--- src/rtl/id_stage_if.sv ---
// Bundle between fetch, write-back, execute and the decode stage.
// The master side feeds fetch/write-back data and observes the ID/EX outputs.
interface id_stage_if #(
  parameter int XLEN = 19
);
  logic [XLEN-1:0] if_pc;
  logic [XLEN-1:0] if_instr;
  logic            flush;
  logic            wb_we;
  logic [2:0]      wb_rd;
  logic [XLEN-1:0] wb_data;
  logic            stall_out;
  logic            illegal_instr;
  logic            ex_valid;
  logic [XLEN-1:0] ex_pc;
  logic [4:0]      ex_alu_op;
  logic [2:0]      ex_rs1;
  logic [2:0]      ex_rs2;
  logic [2:0]      ex_rd;
  logic [XLEN-1:0] ex_rs1_val;
  logic [XLEN-1:0] ex_rs2_val;
  logic [XLEN-1:0] ex_imm;
  logic            ex_reg_write;
  logic            ex_mem_read;
  logic            ex_mem_write;
  logic            ex_branch;
  logic            ex_jump;

  modport master (
    output if_pc, if_instr, flush, wb_we, wb_rd, wb_data,
    input  stall_out, illegal_instr, ex_valid, ex_pc, ex_alu_op,
           ex_rs1, ex_rs2, ex_rd, ex_rs1_val, ex_rs2_val, ex_imm,
           ex_reg_write, ex_mem_read, ex_mem_write, ex_branch, ex_jump
  );

  modport slave (
    input  if_pc, if_instr, flush, wb_we, wb_rd, wb_data,
    output stall_out, illegal_instr, ex_valid, ex_pc, ex_alu_op,
           ex_rs1, ex_rs2, ex_rd, ex_rs1_val, ex_rs2_val, ex_imm,
           ex_reg_write, ex_mem_read, ex_mem_write, ex_branch, ex_jump
  );
endinterface

--- src/rtl/id_stage.sv ---
// Decode stage: IF/ID register, decoder, 8x19 register file with write bypass,
// load-use hazard detection and a registered ID/EX bundle.
module id_stage #(
  parameter int              XLEN      = 19,
  parameter int              NREG      = 8,
  parameter logic [XLEN-1:0] NOP_INSTR = '0
) (
  input logic       clk,
  input logic       rst,
  id_stage_if.slave bus
);

  logic            ifid_valid_q, ifid_valid_d;
  logic [XLEN-1:0] ifid_pc_q,    ifid_pc_d;
  logic [XLEN-1:0] ifid_instr_q, ifid_instr_d;

  logic [4:0]      opcode;
  logic [2:0]      rd, rs1, rs2;
  logic [XLEN-1:0] imm;

  logic dec_reg_write, dec_mem_read, dec_mem_write, dec_branch, dec_jump;
  logic uses_rs1, uses_rs2, dec_illegal;

  logic [XLEN-1:0] rf_q [NREG];
  logic [XLEN-1:0] rs1_val, rs2_val;

  logic stall, bubble;

  logic            ex_valid_q, ex_valid_d;
  logic [XLEN-1:0] ex_pc_q, ex_pc_d;
  logic [4:0]      ex_alu_op_q, ex_alu_op_d;
  logic [2:0]      ex_rs1_q, ex_rs1_d, ex_rs2_q, ex_rs2_d, ex_rd_q, ex_rd_d;
  logic [XLEN-1:0] ex_rs1_val_q, ex_rs1_val_d, ex_rs2_val_q, ex_rs2_val_d;
  logic [XLEN-1:0] ex_imm_q, ex_imm_d;
  logic            ex_reg_write_q, ex_reg_write_d, ex_mem_read_q, ex_mem_read_d;
  logic            ex_mem_write_q, ex_mem_write_d, ex_branch_q, ex_branch_d;
  logic            ex_jump_q, ex_jump_d;
  logic            illegal_q, illegal_d;

  assign opcode = ifid_instr_q[18:14];
  assign rd     = ifid_instr_q[13:11];
  assign rs1    = ifid_instr_q[10:8];
  assign rs2    = ifid_instr_q[7:5];
  assign imm    = {{(XLEN-8){ifid_instr_q[7]}}, ifid_instr_q[7:0]};

  always_comb begin
    dec_reg_write = 1'b0;
    dec_mem_read  = 1'b0;
    dec_mem_write = 1'b0;
    dec_branch    = 1'b0;
    dec_jump      = 1'b0;
    uses_rs1      = 1'b0;
    uses_rs2      = 1'b0;
    dec_illegal   = 1'b0;
    case (opcode[4:3])
      2'b00: begin dec_reg_write = 1'b1; uses_rs1 = 1'b1; uses_rs2 = 1'b1; end
      2'b01: begin dec_reg_write = 1'b1; uses_rs1 = 1'b1; end
      default: begin
        case (opcode)
          5'h10: begin dec_mem_read = 1'b1; dec_reg_write = 1'b1; uses_rs1 = 1'b1; end
          5'h11: begin dec_mem_write = 1'b1; uses_rs1 = 1'b1; uses_rs2 = 1'b1; end
          5'h12, 5'h13: begin dec_branch = 1'b1; uses_rs1 = 1'b1; uses_rs2 = 1'b1; end
          5'h14: dec_jump = 1'b1;
          default: dec_illegal = 1'b1;
        endcase
      end
    endcase
    if (rd == '0) dec_reg_write = 1'b0;
  end

  // Reads see a same-cycle write-back so no extra WB->ID forwarding is needed
  always_comb begin
    rs1_val = '0;
    rs2_val = '0;
    if (rs1 != '0) rs1_val = (bus.wb_we && bus.wb_rd == rs1) ? bus.wb_data : rf_q[rs1];
    if (rs2 != '0) rs2_val = (bus.wb_we && bus.wb_rd == rs2) ? bus.wb_data : rf_q[rs2];
  end

  assign stall = ex_valid_q & ex_mem_read_q & (ex_rd_q != '0) & ifid_valid_q &
                 ((uses_rs1 & (rs1 == ex_rd_q)) | (uses_rs2 & (rs2 == ex_rd_q)));
  assign bubble = ~ifid_valid_q | stall | dec_illegal | bus.flush;

  always_comb begin
    ifid_valid_d = ifid_valid_q;
    ifid_pc_d    = ifid_pc_q;
    ifid_instr_d = ifid_instr_q;
    if (bus.flush) begin
      ifid_valid_d = 1'b0;
      ifid_instr_d = NOP_INSTR;
    end else if (!stall) begin
      ifid_valid_d = 1'b1;
      ifid_pc_d    = bus.if_pc;
      ifid_instr_d = bus.if_instr;
    end

    ex_valid_d     = ~bubble;
    ex_pc_d        = ifid_pc_q;
    ex_alu_op_d    = opcode;
    ex_rs1_d       = rs1;
    ex_rs2_d       = rs2;
    ex_rd_d        = rd;
    ex_rs1_val_d   = rs1_val;
    ex_rs2_val_d   = rs2_val;
    ex_imm_d       = imm;
    ex_reg_write_d = dec_reg_write & ~bubble;
    ex_mem_read_d  = dec_mem_read  & ~bubble;
    ex_mem_write_d = dec_mem_write & ~bubble;
    ex_branch_d    = dec_branch    & ~bubble;
    ex_jump_d      = dec_jump      & ~bubble;

    illegal_d = ifid_valid_q & dec_illegal & ~bus.flush;
  end

  always_ff @(posedge clk or posedge rst) begin
    if (rst) begin
      ifid_valid_q   <= 1'b0;
      ifid_pc_q      <= '0;
      ifid_instr_q   <= NOP_INSTR;
      ex_valid_q     <= 1'b0;
      ex_pc_q        <= '0;
      ex_alu_op_q    <= '0;
      ex_rs1_q       <= '0;
      ex_rs2_q       <= '0;
      ex_rd_q        <= '0;
      ex_rs1_val_q   <= '0;
      ex_rs2_val_q   <= '0;
      ex_imm_q       <= '0;
      ex_reg_write_q <= 1'b0;
      ex_mem_read_q  <= 1'b0;
      ex_mem_write_q <= 1'b0;
      ex_branch_q    <= 1'b0;
      ex_jump_q      <= 1'b0;
      illegal_q      <= 1'b0;
    end else begin
      ifid_valid_q   <= ifid_valid_d;
      ifid_pc_q      <= ifid_pc_d;
      ifid_instr_q   <= ifid_instr_d;
      ex_valid_q     <= ex_valid_d;
      ex_pc_q        <= ex_pc_d;
      ex_alu_op_q    <= ex_alu_op_d;
      ex_rs1_q       <= ex_rs1_d;
      ex_rs2_q       <= ex_rs2_d;
      ex_rd_q        <= ex_rd_d;
      ex_rs1_val_q   <= ex_rs1_val_d;
      ex_rs2_val_q   <= ex_rs2_val_d;
      ex_imm_q       <= ex_imm_d;
      ex_reg_write_q <= ex_reg_write_d;
      ex_mem_read_q  <= ex_mem_read_d;
      ex_mem_write_q <= ex_mem_write_d;
      ex_branch_q    <= ex_branch_d;
      ex_jump_q      <= ex_jump_d;
      illegal_q      <= illegal_d;
    end
  end

  always_ff @(posedge clk or posedge rst) begin
    if (rst) begin
      for (int unsigned i = 0; i < NREG; i++) rf_q[i] <= '0;
    end else if (bus.wb_we && bus.wb_rd != '0) begin
      rf_q[bus.wb_rd] <= bus.wb_data;
    end
  end

  assign bus.stall_out     = stall;
  assign bus.illegal_instr = illegal_q;
  assign bus.ex_valid      = ex_valid_q;
  assign bus.ex_pc         = ex_pc_q;
  assign bus.ex_alu_op     = ex_alu_op_q;
  assign bus.ex_rs1        = ex_rs1_q;
  assign bus.ex_rs2        = ex_rs2_q;
  assign bus.ex_rd         = ex_rd_q;
  assign bus.ex_rs1_val    = ex_rs1_val_q;
  assign bus.ex_rs2_val    = ex_rs2_val_q;
  assign bus.ex_imm        = ex_imm_q;
  assign bus.ex_reg_write  = ex_reg_write_q;
  assign bus.ex_mem_read   = ex_mem_read_q;
  assign bus.ex_mem_write  = ex_mem_write_q;
  assign bus.ex_branch     = ex_branch_q;
  assign bus.ex_jump       = ex_jump_q;

endmodule

--- src/flat_wrapper.sv ---
// flat-port wrapper written by rule: the top's interface ports become plain ports
module id_stage_flat 
#(
  parameter int              XLEN      = 19,
  parameter int              NREG      = 8,
  parameter logic [XLEN-1:0] NOP_INSTR = '0
)
  (clk, rst, bus_if_pc, bus_if_instr, bus_flush, bus_wb_we, bus_wb_rd, bus_wb_data, bus_stall_out, bus_illegal_instr, bus_ex_valid, bus_ex_pc, bus_ex_alu_op, bus_ex_rs1, bus_ex_rs2, bus_ex_rd, bus_ex_rs1_val, bus_ex_rs2_val, bus_ex_imm, bus_ex_reg_write, bus_ex_mem_read, bus_ex_mem_write, bus_ex_branch, bus_ex_jump);
  id_stage_if #(.XLEN(XLEN)) bus_i ();
  input logic clk;
  input logic rst;
  input wire logic [$bits(bus_i.if_pc)-1:0] bus_if_pc;
  input wire logic [$bits(bus_i.if_instr)-1:0] bus_if_instr;
  input wire logic [$bits(bus_i.flush)-1:0] bus_flush;
  input wire logic [$bits(bus_i.wb_we)-1:0] bus_wb_we;
  input wire logic [$bits(bus_i.wb_rd)-1:0] bus_wb_rd;
  input wire logic [$bits(bus_i.wb_data)-1:0] bus_wb_data;
  output wire logic [$bits(bus_i.stall_out)-1:0] bus_stall_out;
  output wire logic [$bits(bus_i.illegal_instr)-1:0] bus_illegal_instr;
  output wire logic [$bits(bus_i.ex_valid)-1:0] bus_ex_valid;
  output wire logic [$bits(bus_i.ex_pc)-1:0] bus_ex_pc;
  output wire logic [$bits(bus_i.ex_alu_op)-1:0] bus_ex_alu_op;
  output wire logic [$bits(bus_i.ex_rs1)-1:0] bus_ex_rs1;
  output wire logic [$bits(bus_i.ex_rs2)-1:0] bus_ex_rs2;
  output wire logic [$bits(bus_i.ex_rd)-1:0] bus_ex_rd;
  output wire logic [$bits(bus_i.ex_rs1_val)-1:0] bus_ex_rs1_val;
  output wire logic [$bits(bus_i.ex_rs2_val)-1:0] bus_ex_rs2_val;
  output wire logic [$bits(bus_i.ex_imm)-1:0] bus_ex_imm;
  output wire logic [$bits(bus_i.ex_reg_write)-1:0] bus_ex_reg_write;
  output wire logic [$bits(bus_i.ex_mem_read)-1:0] bus_ex_mem_read;
  output wire logic [$bits(bus_i.ex_mem_write)-1:0] bus_ex_mem_write;
  output wire logic [$bits(bus_i.ex_branch)-1:0] bus_ex_branch;
  output wire logic [$bits(bus_i.ex_jump)-1:0] bus_ex_jump;
  assign bus_i.if_pc = bus_if_pc;
  assign bus_i.if_instr = bus_if_instr;
  assign bus_i.flush = bus_flush;
  assign bus_i.wb_we = bus_wb_we;
  assign bus_i.wb_rd = bus_wb_rd;
  assign bus_i.wb_data = bus_wb_data;
  assign bus_stall_out = bus_i.stall_out;
  assign bus_illegal_instr = bus_i.illegal_instr;
  assign bus_ex_valid = bus_i.ex_valid;
  assign bus_ex_pc = bus_i.ex_pc;
  assign bus_ex_alu_op = bus_i.ex_alu_op;
  assign bus_ex_rs1 = bus_i.ex_rs1;
  assign bus_ex_rs2 = bus_i.ex_rs2;
  assign bus_ex_rd = bus_i.ex_rd;
  assign bus_ex_rs1_val = bus_i.ex_rs1_val;
  assign bus_ex_rs2_val = bus_i.ex_rs2_val;
  assign bus_ex_imm = bus_i.ex_imm;
  assign bus_ex_reg_write = bus_i.ex_reg_write;
  assign bus_ex_mem_read = bus_i.ex_mem_read;
  assign bus_ex_mem_write = bus_i.ex_mem_write;
  assign bus_ex_branch = bus_i.ex_branch;
  assign bus_ex_jump = bus_i.ex_jump;
  id_stage #(.XLEN(XLEN), .NREG(NREG), .NOP_INSTR(NOP_INSTR)) u_core (.clk(clk), .rst(rst), .bus(bus_i));
endmodule
--- config.mk ---
export PLATFORM = sky130hd
export DESIGN_NAME = id_stage_flat
export DESIGN_NICKNAME = d
export VERILOG_FILES = /design/src/rtl/id_stage_if.sv /design/src/rtl/id_stage.sv /design/src/flat_wrapper.sv
export SDC_FILE = /design/constraint.sdc
export NUM_CORES = 1
export LEC_CHECK = 0
export ABC_AREA = 1
export BUFFER_PORTS_ARGS = -buffer_cell sky130_fd_sc_hd__buf_2
export CAP_MARGIN = 15
export CORE_ASPECT_RATIO = 0.75
export CORE_MARGIN = 2
export CORE_UTILIZATION = 30
export CTS_CLUSTER_DIAMETER = 50
export CTS_CLUSTER_SIZE = 30
export DETAILED_ROUTE_END_ITERATION = 12
export GPL_ROUTABILITY_DRIVEN = 0
export HOLD_SLACK_MARGIN = 0.12
export SLEW_MARGIN = 20
export SYNTH_ARGS = -nofsm -noshare
export SYNTH_HDL_FRONTEND = slang
export SYNTH_SLANG_ARGS = --single-unit
--- constraint.sdc ---
create_clock -name clk -period 13.4 [get_ports clk]
set_input_delay 2.68 -clock clk [delete_from_list [all_inputs] [get_ports clk]]
set_output_delay 2.68 -clock clk [all_outputs]
set_load 0.05 [all_outputs]
# Word-level counts from Yosys, hierarchy flattened
# Cells that the tools add are included.
[word_totals] regBits=277 latch_bits=0 ram_bits=0 romBits=0 in_bits=64 output_inout_bits=98 wordCells=114 mem_count=0
[op_classes] addsub=0 multipliers=0 div_mod_pow=0 magnitude_cmp=4 eq_ne=11 shift=0 n_mux=33 bitwise_logic=24 reduce_logical=16
[op_table] op="2-to-1 mux 19 bit" count=11
[op_table] op="bitwise mux 152 bit" count=1
[op_table] op="binary-select mux 19 bit (select 3 bit)" count=2
[op_table] op="demux 19 bit (select 3 bit)" count=1
[op_table] op="equality test 5 bit (second input constant)" count=5
[op_table] op="2-to-1 mux 1 bit" count=17
[op_table] op="bitwise AND 1 bit" count=13
[op_table] op="equality test 3 bit" count=4
[op_table] op=">= comparator 4 bit (second input constant)" count=3
[op_table] op="NOT 3 -> 4 bit" count=3
[op_table] op="nonzero test 3 bit" count=4
[op_table] op="OR reduction 5 bit" count=1
[op_table] op="logical AND 1 bit" count=4
[op_table] op="< comparator 4 x 1 -> 1 bit (second input constant)" count=1
[op_table] op="NOT 1 bit" count=4
[op_table] op="OR 1 bit" count=4
[op_table] op="OR reduction 2 bit" count=2
[op_table] op="OR reduction 4 bit" count=1
[op_table] op="zero test 3 bit" count=1
[op_table] op="OR reduction 3 bit" count=1
[op_table] op="equality test 2 x 1 -> 1 bit (second input constant)" count=1
[op_table] op="zero test 2 bit" count=1
[op_table] op="inequality test 2 bit (second input constant)" count=1
[op_table] op="one-hot mux 1 bit (2 select lines)" count=1
[op_table] op="AND reduction 2 bit" count=1

# Longest topological paths before layout
# Gate-level depths: netlist of run 1.
[depth] word_depth=12 mapped_depth=12 ltp_nobuf=10

# Worst setup path before layout of run 1
# No wires, ideal clock.
[synth_path] path_kind="register to output" start="register u_core.ex_rd_q[2], in the netlist u_core.bus.ex_rd[2]" end="output port bus_stall_out" arrival_time_ps=1699 t_required_ps=10720 path_slack_ps=9021 stages_incl_launch_ff=10 n_path_buf=1 path_cell_list="dfrtp_1 -> inv_1 -> nand2_1 -> nand2_1 -> nor2_1 -> nand3_1 -> nand2_1 -> nand2_2 -> buf_2 -> inv_1"
[synth_via] elab_chain_cells=4 word_cells_on_any_way=9 classes_between="eq/ne: 2; bitwise: 6; reduce/logical: 1"
[synth_rtl] element="start: declaration" line_no="id_stage.sv:32" source="logic [2:0] ex_rs1_q, ex_rs1_d, ex_rs2_q, ex_rs2_d, ex_rd_q, ex_rd_d;"
[synth_rtl] element="start signal: assignment" line_no="id_stage.sv:143" source="ex_rd_q <= ex_rd_d;"
[synth_rtl] element="equality test 3 bit or nonzero test 3 bit (tied branches)" line_no="id_stage.sv:80, id_stage.sv:79"
[synth_rtl] element="bitwise AND 1 bit (on tied branches)" line_no="id_stage.sv:80, id_stage.sv:79"
[synth_rtl] element="OR 1 bit or bitwise AND 1 bit (tied branches)" line_no="id_stage.sv:80, id_stage.sv:79"
[synth_rtl] element="bitwise AND 1 bit *" line_no="id_stage.sv:79" source="assign stall = ex_valid_q & ex_mem_read_q & (ex_rd_q != '0) & ifid_valid_q &"
[synth_rtl] element="end: declaration" line_no="flat_wrapper.sv:18" source="output wire logic [$bits(bus_i.stall_out)-1:0] bus_stall_out;"
# Every way passes the cells marked *; elsewhere a longest branch is shown, timed or not.

# Final worst setup path of run 1
[layout_path] start="register u_core.ifid_instr_q[6]" end="output port bus_stall_out"
[layout_via] elab_chain_cells=4
[layout_rtl] element="start: declaration" line_no="id_stage.sv:15" source="logic [XLEN-1:0] ifid_instr_q, ifid_instr_d;"
[layout_rtl] element="start signal: assignment" line_no="id_stage.sv:137" source="ifid_instr_q <= ifid_instr_d;"
[layout_rtl] element="equality test 3 bit" line_no="id_stage.sv:80" source="((uses_rs1 & (rs1 == ex_rd_q)) | (uses_rs2 & (rs2 == ex_rd_q)));"
[layout_rtl] element="bitwise AND 1 bit" line_no="id_stage.sv:80"
[layout_rtl] element="OR 1 bit" line_no="id_stage.sv:80"
[layout_rtl] element="bitwise AND 1 bit" line_no="id_stage.sv:79"
# Every way passes these cells.

==> summary.md, run 1 <==
| Metric | Value |
|---|---|
| Post-CTS setup buffers | 0 |
| CTS resizes | 0 |
| TritonCTS clock tree | yes |
| P_sw | 0.000759 W |
| Worst path cell trace | inv_2 > buf_4 > nand2_1 > nand2_1 > nor2_1 > nand3_1 > nand2_1 > nand2_2 > inv_1 > buf_2 |
| Sum Neg Setup Slack | 0 ns |
| Synth top area cells | dfrtp_1 54%, nand2_1 12%, o21ai_0 9.2%, a21oi_1 6.7%, nand3_1 4.8% |
| Grt met3 use | 1.75% |
| Port buffer count | 161 |
| Final setup viols | 0 |
| Area delta synth->final | 16.7% |
| Worst EP required | 10.72 ns |
| Grt total ovfl | 0 |
| Yosys warning count | 0 |
| Met2 usage | 27.7% |
| DR vias | 11,000 |
| Ant. Diodes | 0 |
| Pin slew with the least headroom to its limit | 0.981 ns |
| Clock share of power | 39.3% |
| RSZ-0062 raised after global routing | false |
| Met1 Track Usage GR | 23.9% |
| Worst Path Max Fanout | 58 |
| Antenna Nets Post-Route | 0 |
| Placed cell areas | 13,600 sq um |
| Layout cells sized above 1 | 15.5% |
| Fin. max-slew vios | 0 |
| Reg power frac | 43.8% |
| Die X-Extent | 241 um |
| Final-layout fill cell count | 4,318 |
| Worst EP arrival | 3.47 ns |
| Die ar. | 43,800 sq um |
| Placed instance count | 2,167 |
| Area share of the largest cell type after synthesis | 54.3% |
| Most frequent CP cell | nand2_1 |
| Net Sw Frac | 33.3% |
| P per Cell Area | 155 nW/um^2 |
| Total internal power | 0.00152 W |
| 1st-pass router iterations | 7 |
| Core Box Area | 41,800 sq um |
| Max incr delay on CP | 0.79 ns |
| Minimum clock period | 6.15 ns |
| WL per Instance | 17.2 um |
| Fmax | 163 MHz |
| Cell taking the most area after synthesis | dfrtp_1 |
| DR iter-0 viols | 1,095 |
| Residual DRC | 0 |
| Design area | 14,700 sq um |
| Synthesized netlist cell count | 1,561 |
| Sequential area share after synthesis | 54.3% |
| Max cap viols | 0 |
| # IOs | 162 |
| Post-Syn Area | 12,600 sq um |
| Final wirelength | 38,200 um |
| # rows | 65 |
| Rel. slew slack | 34.4% |
| Synth unique cells | 29 |
| Slowest CP cell | nand2_2 |
| Crit share post-route | 45.9% |
| Average size of a mapped cell | 8.09 sq um |
| Initial Util | 30.2% |
| Initial antenna violation count | 0 |
| Clock transition at path regs | 0.07 ns |
| Max Clock Skew | 0.0228 ns |
| Setup CP Type | register to output pin |
| Total CTS buffers | 31 |
| Gate power share | 16.8% |
| Largest net degree at the start of global routing | 120 |
| GR peak layer | met2 |
| Yosys reg bits | 274 |
| Clock sinks | 274 |
| H-tree levels | 1 |
| Root buffer cell | clkbuf_16 |
| Static leakage | 7.38 nW |
| CP Launch Type | register |
| Clock Latency Late Sink | 0.57 ns |
| Endpoints failing hold | 0 |
| VDD IR max | 0.115 mV |
| Die Ht | 182 um |
| CTS Hold Bufs | 0 |
| Multi-input gate area | 4770 sq um |
| Vias per cell | 4.92 |
| Vias in the first global route | 10,500 |
| Syn nets | 1,625 |
| Nets | 1,695 |
| Crit end category | output pin |
| Status | finished clean |
| Worst min path class | register to register |
| Register area | 6860 sq um |
| Global-route wire length before repair | 59,500 um |
| Longest Clk Path Bufs | 3 |
| Post-route insts no fill | 2,224 |
| Hpwl dp | 22,700 um |
| Total track usage | 17.1% |
-- layout make-up --
cell class	count	area share (%)
Multi-Input combinational cell	1062	32.4
Inverter	79	2.08
Clock buffer	33	5.38
Sequential cell	274	46.6
Timing Repair Buffer	183	6.66
Tap cell	569	4.83
Clock inverter	24	2.12
-- cell usage in the layout, fill, tap and decap left out, drive strengths merged, types with 3 or more instances in the layout --
cell | Yosys | routed
clkinv | 1 | 11
nand3 | 123 | 123
clkbuf | 65 | 33
o22ai | 3 | 3
nand2 | 392 | 392
nand4 | 22 | 22
inv | 78 | 91
a21oi | 169 | 169
buf | 81 | 183
o21ai | 232 | 232
dfrtp | 274 | 274
nor2 | 113 | 113
-- cells by family after synthesis --
group           Yosys count  share of synthesized area [%]
compound gates          409                           16.3
simple gates            652                           21.3
flops                   274                           54.3
xor+xnor                  1                         0.0693
buf+inv                 225                           8.04
-- worst paths after layout --
path | start | to | slack (ns) | cells past startpoint
setup reg to reg | u_core.ifid_instr_q[6] | u_core.ex_pc_d[17] | 10.16 | 11
hold / removal | u_core.ex_pc_d[16] | u_core.bus.ex_pc[16] | 0.37 | 0
min in group asynchronous | rst | u_core.ifid_instr_q[15] | 2.30 | 2
setup / recovery | u_core.ifid_instr_q[6] | bus_stall_out | 7.25 | 10
max in group asynchronous | rst | u_core.ifid_instr_q[8] | 9.58 | 3
hold reg to reg | u_core.ex_pc_d[16] | u_core.bus.ex_pc[16] | 0.37 | 0
-- worst max-delay path: cells and delay by family, from the launching register on --
family,cells,cell delay (ns)
buf+inv,4,0.95
flops,1,0.39
simple gates,6,1.56
-- synth_stat cells --
cell type / number
clkbuf_2: 2
nand2_1: 390
nand3_4: 1
xnor2_1: 1
buf_6: 2
a31oi_1: 2
clkinv_1: 1
o211a_1: 1
inv_2: 7
nor2_1: 113
o22ai_1: 3
nand2_2: 1
nand3_2: 1
buf_1: 8
nor3_1: 2
a31o_2: 1
inv_1: 70
buf_4: 25
clkbuf_1: 63
nand2_4: 1
nand3_1: 121
inv_4: 1
dfrtp_1: 274
o21ai_0: 231
o31ai_1: 1
nand4_1: 22
a21oi_1: 169
o21ai_1: 1
buf_2: 46
-- layer usage --
layer,up-vias,part of all wire (%)
li1,5251,-
met1,5239,44
met2,380,48
met3,83,5.5
met4,0,3.3
met5,-,0
-- metrics by stage --
stage	utilization, %	hold slack [ns]	setup slack, ns	total power [W]
6_report	35.3	0.373	7.25	0.00228
5_1_grt	35.3	0.382	7.00	0.00238
4_1_cts	35.2	0.377	7.26	0.00230
3_5_place_dp	32.6	0.361	7.87	0.00140
3_3_place_gp	32.6	0.360	7.93	0.00139
2_1_floorplan	-	0.349	3.17	0.00129
-- flip-flops by register name, summed over array words and instances, names as in the netlist, 2 cells and up --
signal and cells:
u_core.bus.ex_rd 3, u_core.bus.ex_rs1 3, u_core.bus.ex_rs1_val 19, u_core.bus.ex_rs2_val 19, u_core.bus.ex_pc 19, u_core.bus.ex_alu_op 5
u_core.ex_pc_d 19, u_core.rf_q 152, u_core.ifid_instr_q 19, u_core.bus.ex_imm 6, u_core.bus.ex_rs2 2
-- power groups by stage --
stage | clock, W | combinational, W | sequential, W
floorplan | 0 | 0.000215 | 0.00107
global placement | 0 | 0.000376 | 0.00101
detailed placement | 0 | 0.000384 | 0.00101
CTS | 0.000913 | 0.000385 | 0.000998
global route | 0.000943 | 0.000428 | 0.00101
finish | 0.000897 | 0.000384 | 0.00100
Power figures use the tool's default switching activity.
==> inputs of run 2 (changes only) <==
--- a/config.mk
+++ b/config.mk
@@ -5,7 +5,7 @@
 export SDC_FILE = /design/constraint.sdc
 export NUM_CORES = 1
 export LEC_CHECK = 0
-export ABC_AREA = 1
+export ABC_AREA = 0
 export BUFFER_PORTS_ARGS = -buffer_cell sky130_fd_sc_hd__buf_2
 export CAP_MARGIN = 15
 export CORE_ASPECT_RATIO = 0.75
==> constraint.sdc (replaced) <==
create_clock -name clk -period 5.02 [get_ports clk]
set_input_delay 1.004 -clock clk [delete_from_list [all_inputs] [get_ports clk]]
set_output_delay 1.004 -clock clk [all_outputs]
set_load 0.05 [all_outputs]
==> run 2 against run 1 <==
Against the previous run:
- core utilization increased by 0.46 points
- non-clock buffer count increased by 1
- combinational power increased to 3.0 times the previous value
- clock skew decreased by 0.0095 ns
- highest routed layer is now met5
- largest power group unchanged
- total power increased to 2.7 times the previous value
- first-iteration DRC count decreased by 50%
==> summary.md, run 2 <==
| Metric | Value |
|---|---|
| Status | finished clean |
| Synth top cells by count | 274 x dfrtp_1, 142 x mux2_2, 76 x mux4_2, 43 x nor2_1, 42 x buf_2 |
| Minimum clock period | 3.40 ns |
| Fmax | 294 MHz |
| Final core area utilization | 35.7% |
| CP Launch Type | register |
| Worst Path Max Fanout | 15 |
| Sequential area share after synthesis | 55.6% |
| P_sw | 0.00181 W |
| Post-CTS setup buffers | 0 |
| Max Clock Skew | 0.0134 ns |
| Area delta synth->final | 17.9% |
| Die X-Extent | 238 um |
| Clock Latency Late Sink | 0.57 ns |
| P per Cell Area | 422 nW/um^2 |
| Primary FF master, synth | dfrtp_1 |
| Final WS setup | 1.62 ns |
| Setup slack, reg-to-reg | 2.27 ns |
| VDD IR max | 0.269 mV |
| 1st-pass router iterations | 4 |
| Rel. slew slack | 22.3% |
| Net Sw Frac | 29.6% |
| Max cap viols | 0 |
| Max reg flops | 152 |
| Port buffer count | 161 |
| Hpwl dp | 19,600 um |
| Post-route insts no fill | 1,494 |
| Register name with the most flops | u_core.rf_q |
| Total internal power | 0.00431 W |
| Antenna Nets Post-Route | 0 |
| Root buffer cell | clkbuf_16 |
| Vias in the first global route | 7,749 |
| Static leakage | 6.44 nW |
| Reg power frac | 45.0% |
| Nets | 1,006 |
| Longest Clk Path Bufs | 3 |
| Initial antenna violation count | 4 |
| Worst EP required | 4.02 ns |
| Pre-CTS setup slack | 2.15 ns |
| Number of synthesized flops with an enable pin | 0 |
| Final wirelength | 30,200 um |
| Die Ht | 180 um |
| Yosys warning count | 0 |
| Sum Neg Setup Slack | 0 ns |
| Average size of a mapped cell | 14.9 sq um |
| Synth top area cells | dfrtp_1 56%, mux4_2 14%, mux2_2 13%, mux2i_1 3.1%, a211oi_1 2.4% |
| Area share of the largest cell type after synthesis | 55.6% |
| Worst EP arrival | 2.40 ns |
| Synth unique cells | 33 |
| CTS Hold Bufs | 0 |
| Vias per cell | 4.96 |
| TritonCTS clock tree | yes |
| Total CTS buffers | 29 |
| Setup CP Type | register to output pin |
| # rows | 64 |
| H-tree levels | 1 |
| Endpoints failing hold | 0 |
| CTS resizes | 0 |
| Residual DRC | 0 |
| Syn nets | 889 |
| Fin. max-slew vios | 0 |
| Die ar. | 42,800 sq um |
| Placed instance count | 1,439 |
| Pin slew with the least headroom to its limit | 1.16 ns |
| Critical path startpoint | u_core.ifid_instr_q[10] |
| Initial Util | 30.3% |
| Commonest non-fill, non-tap cell in the layout | dfrtp_1 |
| Reg2reg path depth | 6 |
| Total track usage | 14.4% |
| Largest net degree at the start of global routing | 180 |
| Worst min path class | register to register |
| Gate power share | 18.7% |
| Synthesized netlist cell count | 825 |
| Layout cells sized above 1 | 48.6% |
| # IOs | 162 |
| Top-count cell post-synth | dfrtp_1 |
| Cell taking the most area after synthesis | dfrtp_1 |
| RSZ-0062 raised after global routing | false |
| Clock share of power | 36.3% |
| Final setup viols | 0 |
| Pwr Total | 0.00613 W |
| Crit end category | output pin |
| FF-to-FF Start | u_core.ifid_instr_q[10] |
| Clock sinks | 274 |
| Crit share post-route | 67.7% |
| Post-Syn Area | 12,300 sq um |
| WL per Instance | 20.2 um |
| Final-layout fill cell count | 3,908 |
| Core Box Area | 40,700 sq um |
| Clock transition at path regs | 0.06 ns |
| Worst R2R End | u_core.ex_pc_d[2] |
| DR iter-0 viols | 548 |
| End point of the critical path | bus_stall_out |
| DR vias | 7,409 |
| Async SR Flop Fraction | 100% |
| Yosys reg bits | 274 |
| Most frequent cells in the layout | 270 x dfrtp_1, 161 x buf_2, 142 x mux2_2, 76 x mux4_2, 43 x nor2_1 |
| Global-route wire length before repair | 47,900 um |
| Grt total ovfl | 0 |
run 2: changes by cell type after synthesis, sizes merged, moves of 30 or more:
| cell | previous run | this run |
|---|---|---|
| mux2 | 0 | 152 |
| nand3 | 123 | 3 |
| a21oi | 169 | 19 |
| mux2i | 0 | 38 |
| nand2 | 392 | 23 |
| nor2 | 113 | 43 |
| clkbuf | 65 | 35 |
| a211oi | 0 | 39 |
| inv | 78 | 3 |
| o21ai | 232 | 3 |
| mux4 | 0 | 76 |
run 2: area by class of cell:
type                            count  area [sq um]  area share (%)
Clock inverter                     20           215            1.48
Multi-Input combinational cell    450          5000            34.4
Sequential cell                   274          6860            47.2
Timing Repair Buffer              184           995            6.84
Clock buffer                       34           785            5.40
Antenna cell                        1          2.50          0.0172
Inverter                            3          15.0           0.103
Tap cell                          528           661            4.55
run 2: logic make-up after synthesis:
group,count (synthesis),share of synthesized area [%]
simple gates,92,3.80
buf+inv,101,4.08
xor+xnor,12,0.853
compound gates,80,4.81
flops,274,55.6
mux,266,30.9
run 2: worst min-delay path by stage:
stage	from	end	slack (ns)	cells past startpoint
after global routing	u_core.ex_pc_d[11]	u_core.bus.ex_pc[11]	0.38	0
after detailed placement	u_core.ex_pc_d[5]	u_core.bus.ex_pc[5]	0.36	0
after global placement	u_core.ex_pc_d[14]	u_core.bus.ex_pc[14]	0.35	0
after CTS	u_core.ex_pc_d[5]	u_core.bus.ex_pc[5]	0.37	0
final	u_core.ex_pc_d[14]	u_core.bus.ex_pc[14]	0.37	0
after floorplan	u_core.ex_pc_d[10]	u_core.bus.ex_pc[10]	0.35	0
run 2: critical path, stage by stage (launching register included):
cell	delay, ns
dfrtp_1	1.02
xnor2_1	0.19
and4_1	0.22
nand2_2	0.06
nand2_1	0.08
buf_2	0.27
run 2: power by group through the flow:
stage,clock (W),combinational (W),sequential (W)
after floorplan,0,0.000665,0.00297
after global placement,0,0.00114,0.00278
after detailed placement,0,0.00116,0.00279
after CTS,0.00230,0.00116,0.00276
after global routing,0.00240,0.00122,0.00281
final,0.00223,0.00114,0.00276
run 2: through the flow:
step	hold WS [ns]	instance area (sq um)
final	0.371	14500
after detailed placement	0.357	13500
after floorplan	0.349	12300
after CTS	0.372	14500
after global placement	0.352	13500
after global routing	0.378	14500
run 2: routing by layer:
| layer | GRT usage, % | wire, um | vias to the layer above |
|---|---|---|---|
| met3 | 3.12 | 1260 | 54 |
| met5 | 0 | 13 | - |
| met4 | 3.75 | 795 | 2 |
| met2 | 22.0 | 13700 | 151 |
| li1 | - | - | 3305 |
| met1 | 20.8 | 14500 | 3897 |
==> inputs of run 3 (changes only) <==
==> constraint.sdc (replaced) <==
create_clock -name clk -period 2.86 [get_ports clk]
set_input_delay 0.572 -clock clk [delete_from_list [all_inputs] [get_ports clk]]
set_output_delay 0.572 -clock clk [all_outputs]
set_load 0.05 [all_outputs]
==> run 3 against run 2 <==
Against the previous run:
- global-route usage increased by 0.47 points
- die area is the same
- routed wire length increased by 3.8%
- worst hold slack worse by 0.17 ns
- largest cell class unchanged
==> summary.md, run 3 (synthesis results as in run 2) <==
| Metric | Value |
|---|---|
| RSZ-0062 raised after global routing | false |
| Max incr delay on CP | 0.52 ns |
| P per Cell Area | 739 nW/um^2 |
| Crit end category | output pin |
| VDD IR max | 0.466 mV |
| Hold path endpoint | u_core.ex_pc_d[3] |
| Setup slack, reg-to-reg | 0.61 ns |
| Die X-Extent | 238 um |
| H-tree levels | 1 |
| Worst EP arrival | 2.11 ns |
| Max reg flops | 152 |
| # rows | 64 |
| Rel. slew slack | 29.8% |
| Pin slew with the least headroom to its limit | 1.05 ns |
| Commonest non-fill, non-tap cell in the layout | dfrtp_1 |
| Crit share post-route | 93.8% |
| Pwr Total | 0.0110 W |
| Final core area utilization | 36.5% |
| Final wirelength | 31,300 um |
| Slowest CP cell | dfrtp_2 |
| Hpwl dp | 20,700 um |
| Vias in the first global route | 7,968 |
| Worst R2R End | u_core.bus.ex_mem_write |
| Initial antenna violation count | 7 |
| Nets | 1,030 |
| Fin. max-slew vios | 0 |
| Endpoints failing hold | 0 |
| Static leakage | 6.59 nW |
| Antenna Nets Post-Route | 0 |
| Worst min path class | primary input to register |
| Clock Latency Late Sink | 0.58 ns |
| Reg2reg path depth | 6 |
| DR vias | 7,550 |
| Clock sinks | 274 |
| Total track usage | 14.9% |
| Vias per cell | 4.97 |
| Worst Hold Path Cells | 2 |
| Register area | 6860 sq um |
| Minimum clock period | 2.68 ns |
| Largest net degree at the start of global routing | 52 |
| Port buffer count | 161 |
| WL per Instance | 20.6 um |
| # IOs | 162 |
| Worst EP required | 2.29 ns |
| Layout cells sized above 1 | 49.5% |
| Global-route wire length before repair | 49,200 um |
| Final-layout fill cell count | 3,859 |
| Worst path cell trace | xnor2_1 > and4_1 > nand2_2 > nand2_1 > buf_2 |
| Area delta synth->final | 20.5% |
| FF-to-FF Start | u_core.ifid_instr_q[8] |
| Root buffer cell | clkbuf_16 |
| Total CTS buffers | 29 |
| Final setup viols | 0 |
| Residual DRC | 0 |
| Max Clock Skew | 0.0312 ns |
| Multi-input gate area | 5010 sq um |
| Longest Clk Path Bufs | 3 |
| Clock transition at path regs | 0.07 ns |
| Initial Util | 30.3% |
| Status | finished clean |
| Core Box Area | 40,700 sq um |
| Setup CP Type | register to output pin |
| Max cap viols | 0 |
| Grt total ovfl | 0 |
| TritonCTS clock tree | yes |
| CP Launch Type | register |
| Worst Path Max Fanout | 15 |
| Register name with the most flops | u_core.rf_q |
| Fmax | 373 MHz |
| Most frequent cells in the layout | 270 x dfrtp_1, 161 x buf_2, 142 x mux2_2, 76 x mux4_2, 43 x nor2_1 |
| Hold_sp | bus_if_pc[3] |
| 1st-pass router iterations | 4 |
| Die ar. | 42,800 sq um |
| Die Ht | 180 um |
| DR iter-0 viols | 447 |
==> run 3: worst max-delay path: cells and delay by family, from the launching register on <==
family	cells	cell delay, ns
xor gates and xnor gates	1	0.19
DFF	1	0.52
and+or+nand+nor	3	0.56
buffers and inverters	1	0.27
==> run 3: cell type report <==
type / count / area share (%)
clock inverter: 18 / 1.79
antenna: 4 / 0.0674
timing repair buffer: 208 / 8.49
tap: 528 / 4.45
multi-input combinational: 450 / 33.7
sequential: 274 / 46.2
clock buffer: 34 / 5.21
inverter: 3 / 0.101
==> run 3: worst max path at each step <==
stage,from,endpoint
floorplan,rst,u_core.bus.ex_alu_op[0]
global placement,u_core.bus.ex_rd[2],bus_stall_out
detailed placement,u_core.ifid_instr_q[8],u_core.bus.ex_branch
CTS,u_core.ifid_instr_q[7],bus_stall_out
global route,u_core.ifid_instr_q[8],bus_stall_out
finish,u_core.ifid_instr_q[8],bus_stall_out
==> run 3: per-layer routing <==
layer	up-vias	wire, um	GRT usage, %
met1	3958	14400	21.2
met4	2	665	3.88
met3	60	1790	3.52
li1	3353	-	-
met5	-	12	0
met2	177	14500	22.8
==> run 3: through the flow <==
stage               worst slack, ns  hold slack, ns  cells  setup TNS [ns]  cell area, sq um
finish                        0.177           0.204   1519               0             14900
floorplan                     -1.34           0.349    825         -365.90             12300
global placement              0.688           0.356   1459               0             13800
CTS                          0.0535           0.180   1512               0             14800
detailed placement            0.675           0.356   1459               0             13800
global route                 0.0268           0.184   1518               0             14900
==> run 3: power breakdown <==
group / switching [W] / internal (W) / leakage, nW
logic: 0.00111 / 0.000942 / 2.68
clock network: 0.00168 / 0.00242 / 0.507
registers: 0.000377 / 0.00446 / 3.40
total: 0.00316 / 0.00782 / 6.59
==> run 3: timing repair <==
item | in CTS | in global routing
setup endpoints to repair | 0 | 1
buffers inserted | 0 | 3
hold buffers | 1 | 0
endpoints found under the hold margin | 10 | 0
gates resized for setup | 0 | 1
